`config.mk`:
```
export PLATFORM = sky130hd
export DESIGN_NAME = reverb_mix
export DESIGN_NICKNAME = d
export VERILOG_FILES = /design/src/rtl/reverb_mix_pkg.sv /design/src/rtl/sat_add16.sv /design/src/rtl/reverb_mix.sv
export SDC_FILE = /design/constraint.sdc
export NUM_CORES = 1
export LEC_CHECK = 0
export CAP_MARGIN = 5
export CORE_UTILIZATION = 57
export CTS_CLUSTER_SIZE = 40
export DETAILED_ROUTE_END_ITERATION = 8
export PLACE_DENSITY_LB_ADDON = 0.12
export SETUP_SLACK_MARGIN = 0.3
export SLEW_MARGIN = 20
export SYNTH_ARGS = -nofsm -noshare
export SYNTH_HDL_FRONTEND = slang
export SYNTH_HIERARCHICAL = 1
export SYNTH_SLANG_ARGS = --single-unit
```
`constraint.sdc`:
```
create_clock -name clk -period 5.02 [get_ports clk]
set_input_delay 1.506 -clock clk [delete_from_list [all_inputs] [get_ports clk]]
set_output_delay 1.506 -clock clk [all_outputs]
set_load 0.1 [all_outputs]
```
`src/rtl/reverb_mix_pkg.sv`:
```
// Shared types and constants for the reverb mixer: FSM states, widths and
// the ramp-scaled gain helper.
package reverb_mix_pkg;

  localparam int SAMPLE_W = 16;
  localparam int DELAY_W  = 13;
  localparam int GAIN_W   = 8;
  localparam int RAMP_W   = 9;
  localparam int PROD_W   = SAMPLE_W + GAIN_W;

  localparam logic [RAMP_W-1:0] RAMP_MAX  = 9'd256;
  localparam logic [RAMP_W-1:0] RAMP_STEP = 9'd16;

  typedef enum logic [1:0] {
    ST_RUN      = 2'd0,
    ST_FADE_OUT = 2'd1,
    ST_FLUSH    = 2'd2,
    ST_FADE_IN  = 2'd3
  } mix_state_e;

  // (gain * ramp) >> 8; result never exceeds 255 because ramp tops out at 256
  function automatic logic [RAMP_W-1:0] scale_gain(input logic [GAIN_W-1:0] gain,
                                                   input logic [RAMP_W-1:0] ramp);
    return RAMP_W'(({{RAMP_W{1'b0}}, gain} * {{GAIN_W{1'b0}}, ramp}) >> GAIN_W);
  endfunction

endpackage

```
`src/rtl/sat_add16.sv`:
```
// Signed 16-bit adder that clamps to the representable range instead of wrapping.
module sat_add16
  import reverb_mix_pkg::*;
(
  input  logic signed [SAMPLE_W-1:0] a,
  input  logic signed [SAMPLE_W-1:0] b,
  output logic signed [SAMPLE_W-1:0] sum
);

  logic signed [SAMPLE_W:0] wide_s;

  // Top two bits of the 17-bit sum disagree exactly when the result overflows
  always_comb begin
    wide_s = {a[SAMPLE_W-1], a} + {b[SAMPLE_W-1], b};
    case (wide_s[SAMPLE_W:SAMPLE_W-1])
      2'b01:   sum = {1'b0, {(SAMPLE_W-1){1'b1}}};
      2'b10:   sum = {1'b1, {(SAMPLE_W-1){1'b0}}};
      default: sum = wide_s[SAMPLE_W-1:0];
    endcase
  end

endmodule

```
`src/rtl/reverb_mix.sv`:
```
// Feedback/wet mixer for a delay-line reverb. Delay length changes are hidden
// behind a fade-out, flush of the delay line and fade-in of the wet/feedback gains.
module reverb_mix
  import reverb_mix_pkg::*;
(
  input  logic                clk,
  input  logic                reset_n,
  input  logic                sample_en,
  input  logic [SAMPLE_W-1:0] dry_in,
  input  logic [SAMPLE_W-1:0] delayed_in,
  input  logic [GAIN_W-1:0]   fb_gain,
  input  logic [GAIN_W-1:0]   wet_gain,
  input  logic [DELAY_W-1:0]  delay_req,
  output logic [DELAY_W-1:0]  delay_sel,
  output logic [SAMPLE_W-1:0] fb_out,
  output logic [SAMPLE_W-1:0] out,
  output logic                out_valid
);

  mix_state_e          state_r;
  logic [RAMP_W-1:0]   ramp_r;
  logic [DELAY_W-1:0]  delay_sel_r;
  logic [DELAY_W-1:0]  cnt_r;
  logic [DELAY_W-1:0]  cnt_next_s;

  logic                       v0_r, v1_r;
  logic signed [SAMPLE_W-1:0] dry0_r, dly0_r, dry1_r;
  logic [RAMP_W-1:0]          gfb0_r, gwet0_r;
  logic signed [PROD_W-1:0]   pfb1_r, pwet1_r;
  logic signed [PROD_W-1:0]   dly_ext_s, gfb_ext_s, gwet_ext_s;
  logic signed [SAMPLE_W-1:0] term_fb_s, term_wet_s, sum_fb_s, sum_wet_s;
  logic signed [SAMPLE_W-1:0] out_r, fb_out_r;
  logic                       out_valid_r;

  assign cnt_next_s = cnt_r + 13'd1;

  // Fade/flush sequencer; advances only on sample strobes
  always_ff @(posedge clk or negedge reset_n) begin
    if (!reset_n) begin
      state_r     <= ST_RUN;
      ramp_r      <= RAMP_MAX;
      delay_sel_r <= 13'd0;
      cnt_r       <= 13'd0;
    end else if (sample_en) begin
      case (state_r)
        ST_RUN: begin
          if (delay_req != delay_sel_r) state_r <= ST_FADE_OUT;
        end
        ST_FADE_OUT: begin
          if (ramp_r <= RAMP_STEP) begin
            ramp_r      <= 9'd0;
            state_r     <= ST_FLUSH;
            delay_sel_r <= delay_req;
            cnt_r       <= 13'd0;
          end else begin
            ramp_r <= ramp_r - RAMP_STEP;
          end
        end
        ST_FLUSH: begin
          // A zero-length delay still spends one silent sample in flush
          if (delay_req != delay_sel_r) begin
            delay_sel_r <= delay_req;
            cnt_r       <= 13'd0;
          end else if ((cnt_next_s == delay_sel_r) || (delay_sel_r == 13'd0)) begin
            state_r <= ST_FADE_IN;
          end else begin
            cnt_r <= cnt_next_s;
          end
        end
        ST_FADE_IN: begin
          if (delay_req != delay_sel_r) begin
            state_r <= ST_FADE_OUT;
          end else if (ramp_r + RAMP_STEP >= RAMP_MAX) begin
            ramp_r  <= RAMP_MAX;
            state_r <= ST_RUN;
          end else begin
            ramp_r <= ramp_r + RAMP_STEP;
          end
        end
        default: state_r <= ST_RUN;
      endcase
    end
  end

  assign dly_ext_s  = {{GAIN_W{dly0_r[SAMPLE_W-1]}}, dly0_r};
  assign gfb_ext_s  = {15'd0, gfb0_r};
  assign gwet_ext_s = {15'd0, gwet0_r};

  // Three-stage datapath: capture, multiply, saturating add
  always_ff @(posedge clk or negedge reset_n) begin
    if (!reset_n) begin
      v0_r        <= 1'b0;
      v1_r        <= 1'b0;
      out_valid_r <= 1'b0;
      dry0_r      <= 16'sd0;
      dly0_r      <= 16'sd0;
      gfb0_r      <= 9'd0;
      gwet0_r     <= 9'd0;
      dry1_r      <= 16'sd0;
      pfb1_r      <= 24'sd0;
      pwet1_r     <= 24'sd0;
      out_r       <= 16'sd0;
      fb_out_r    <= 16'sd0;
    end else begin
      v0_r        <= sample_en;
      v1_r        <= v0_r;
      out_valid_r <= v1_r;
      if (sample_en) begin
        dry0_r  <= dry_in;
        dly0_r  <= delayed_in;
        gfb0_r  <= scale_gain(fb_gain, ramp_r);
        gwet0_r <= scale_gain(wet_gain, ramp_r);
      end
      if (v0_r) begin
        dry1_r  <= dry0_r;
        pfb1_r  <= dly_ext_s * gfb_ext_s;
        pwet1_r <= dly_ext_s * gwet_ext_s;
      end
      if (v1_r) begin
        out_r    <= sum_wet_s;
        fb_out_r <= sum_fb_s;
      end
    end
  end

  assign term_fb_s  = SAMPLE_W'(pfb1_r >>> GAIN_W);
  assign term_wet_s = SAMPLE_W'(pwet1_r >>> GAIN_W);

  sat_add16 u_sat_fb (
    .a   (dry1_r),
    .b   (term_fb_s),
    .sum (sum_fb_s)
  );

  sat_add16 u_sat_wet (
    .a   (dry1_r),
    .b   (term_wet_s),
    .sum (sum_wet_s)
  );

  assign delay_sel = delay_sel_r;
  assign fb_out    = fb_out_r;
  assign out       = out_r;
  assign out_valid = out_valid_r;

endmodule

```
==> flow_metrics.env <==
export IMPL_path_depth=20
export IMPL_async_flop_share_pct=100
export IMPL_clock_sinks=166
export IMPL_grt_pass1_vias=19039
export IMPL_synth_top_area_share_pct=26.3
export IMPL_wl_per_cell_um=17.6
export IMPL_status="finished with violations"
export IMPL_ios=110
export IMPL_yosys_area_share_xor_xnor_pct=3.34
export IMPL_grt_max_degree=82
export IMPL_yosys_area_share_simple_pct=15.9
export IMPL_die_w_um=199
export IMPL_core_um2=37800
export IMPL_track_usage_pct=29.6
export IMPL_viasPerCell=5.58
export IMPL_die_height_um=199
export IMPL_synthFlopType="dfrtp_1"
export IMPL_cp_arrival_ns=5.58
export IMPL_cpLargestDelayFamily="adder cells"
export IMPL_worstHoldStart="pfb1_r[12]"
export IMPL_synth_seq_area_share_pct=18.8
export IMPL_cts_max_level=4
export IMPL_r2r_slack_ns=-0.21
export IMPL_fin_ws_ns=-0.205
export IMPL_path_max_fanout=6
export IMPL_cts_root_buf="clkbuf_16"
export IMPL_critPathLaunch="gfb0_r[1]"
export IMPL_syn_avg_cell_area_um2=9.50
export IMPL_cts_made_buffers=17
export IMPL_synth_area_top_cells="fa_1, dfrtp_1, ha_1"
export IMPL_drc=0
export IMPL_cap_violations=0
export IMPL_min_period_ns=5.23
export IMPL_synth_fa_ha_area_share_pct=38.0
export IMPL_rsz0062_at_grt="true"
export IMPL_rr_worst_depth=20
export IMPL_antenna_cells=0
export IMPL_fill_cells=2782
export IMPL_crit_slowest_cell="fa_1"
export IMPL_drive_gt1_share_pct=25.0
export IMPL_crit_buf_inv=6
export IMPL_finalSetupTns_ns=-1.54
export IMPL_max_clock_path_buffers=2
export IMPL_yosys_warnings=6
export IMPL_cts_tree="done"
export IMPL_violations="setup timing"
export IMPL_end_kind="flop"
export IMPL_dpl_hpwl_mm=42.4
export IMPL_drv_slew=0
export IMPL_timing_rr_start="gfb0_r[1]"
export IMPL_whs_path_depth=1
export IMPL_worst_endpoint_required_ns=5.37
export IMPL_synth_top_area_cell="fa_1"
export IMPL_via_count=17723
export IMPL_gr_total_overflow=0
export IMPL_cp_cell_sequence="buf_12 > nand2_4 > fa_1 > inv_2 > fa_1 > inv_1 > fa_1 > inv_2 > fa_2 > inv_2 > fa_1 > inv_2 > ha_4 > nand3_2 > a21o_1 > a211o_1 > a21oi_4 > o31ai_4 > xnor2_2 > mux2_4"
export IMPL_ant_nets=0
export IMPL_worst_slew_margin_rel_pct=33.1
export IMPL_synth_compound_gate_area_share_pct=10.2
export IMPL_antenna_found_initial=0
export IMPL_syn_inst=2321
export IMPL_synth_top_family_by_area="adder cells"
export IMPL_final_nets=3214
export IMPL_clkTransAtPathRegs_ns=0.07
export IMPL_die_area_um2=39500
export IMPL_portBuffers=109
export IMPL_synth_most_common_cell="inv_1"
export IMPL_synth_edf_count=0
export IMPL_muxShareOfSynthArea_pct=6.03
export IMPL_synth_top_cells_by_count="inv_1, fa_1, nand2_1"
export IMPL_max_freq_ghz=0.191
export IMPL_tightest_slew_ns=1.00
export IMPL_skew_ns=0.0149
export IMPL_grt_pass1_wl_mm=92.2
export IMPL_hold_path_class="flop to flop"
export IMPL_clkLatencyLatePin_ns=0.47
export IMPL_netlist_area_um2=22000
export IMPL_syn2layout_area_growth_pct=25.2
export IMPL_critPathLaunchType="flop"
export IMPL_crit_type="flop to flop"
export IMPL_finalHoldViolCount=0
export IMPL_ctsHoldBuffers=0
export IMPL_start_util_pct=58.3
export IMPL_drtPass1Iterations=5
export IMPL_ys_ff_latch=166
export IMPL_slowest_delay_ns=0.55
export IMPL_synth_cell_types=84
export IMPL_place_congestion=0.922
export IMPL_routed_wl_mm=56.0
export IMPL_first_iter_violations=797
export IMPL_final_setup_viol_count=13
export IMPL_fin_crit_sh_pct=104
export IMPL_rows=71
-- registers in the layout (all words and copies together), names as in the netlist --
signal     count
state_r        2
v0_r           1
ramp_r         5
out           16
pwet1_r       16
v1_r           1
dry0_r        16
delay_sel     13
dly0_r        16
dry1_r        16
cnt_r         13
out_valid      1
pfb1_r        16
gwet0_r        9
fb_out        16
gfb0_r         9
-- area by class of cell --
type                    count  area, µm²  area share (%)
clock buffers              17        425            1.54
clock inverters            14        188           0.680
inverters                 352       1320            4.79
multi-input cells        1734      17500            63.4
flip-flops and latches    166       4180            15.2
well taps                 511        639            2.32
repair buffers            384       3360            12.2
-- worst paths after layout --
check,to
worst max-delay path,pfb1_r[21]
worst min-delay path,pfb1_r[12]
worst max register to register,pfb1_r[21]
worst min register to register,pfb1_r[12]
max in group asynchronous,ramp_r[8]
min in group asynchronous,dly0_r[1]
-- placed cells by master, fill, tap and decap left out, drive strengths merged, types with 5 or more instances in the layout --
master	synthesis	routed
nor3b	6	6
fa	290	290
o31a	7	7
mux2i	8	8
and4	6	6
a31oi	26	26
nor2	55	55
a211o	6	6
dlygate4sd2	0	8
o21ai	71	71
nor3	35	35
xnor2	52	52
mux2	111	111
a2111oi	8	8
clkdlybuf4s50	0	92
inv	351	357
o211ai	14	14
a211oi	17	17
nor2b	10	10
xor2	32	32
or3	9	9
nand2b	13	13
nand4	17	17
buf	13	281
nand3	40	40
and2	177	177
nand2	271	271
dfrtp	165	165
nor4	17	17
clkbuf	86	19
o31ai	21	21
ha	205	205
o311ai	8	8
a21oi	57	57
conb	2	32
a21o	33	33
a31o	5	5
and3	14	14
o21a	11	11
-- kinds of logic (layout without fill, tap and decap cells) --
family,after synthesis,in the layout
multiplexers,119,119
other,2,32
AO/OA/AOI/OAI,320,320
buffers and inverters,451,767
XOR/XNOR,84,84
flip-flops,166,166
AND/OR/NAND/NOR,684,684
adder cells (fa/ha/maj),495,495
-- per-stage QoR --
stage	worst slack (ns)	cells	util, %	cell area, µm²	hold WS, ns
floorplan	0.0321	2351	-	22800	0.352
global placement	-0.521	3073	67.0	25400	0.484
detailed placement	-0.717	3073	67.1	25400	0.482
CTS	-0.181	3155	71.2	26900	0.498
global route	-0.321	3178	73.0	27600	0.509
finish	-0.205	3178	73.0	27600	0.493
-- routing by layer --
layer / up-vias / wire length (µm) / track usage, %
met5: - / 0 / 0
met4: 0 / 1310 / 8.49
met3: 93 / 1940 / 3.24
met2: 389 / 29500 / 54.0
met1: 9014 / 23300 / 36.8
li1: 8227 / - / -
-- timing repair --
item                                    in CTS  in global routing
buffers inserted                            51                 22
endpoints found under the setup margin      47                 41
resized for setup                          174                 94
pin swaps                                   98                 88
gates cloned                                 0                  1
Power is left out: the tool's default activity adds up to more than one toggle a clock period on the data nets, which glitch-free logic cannot reach.
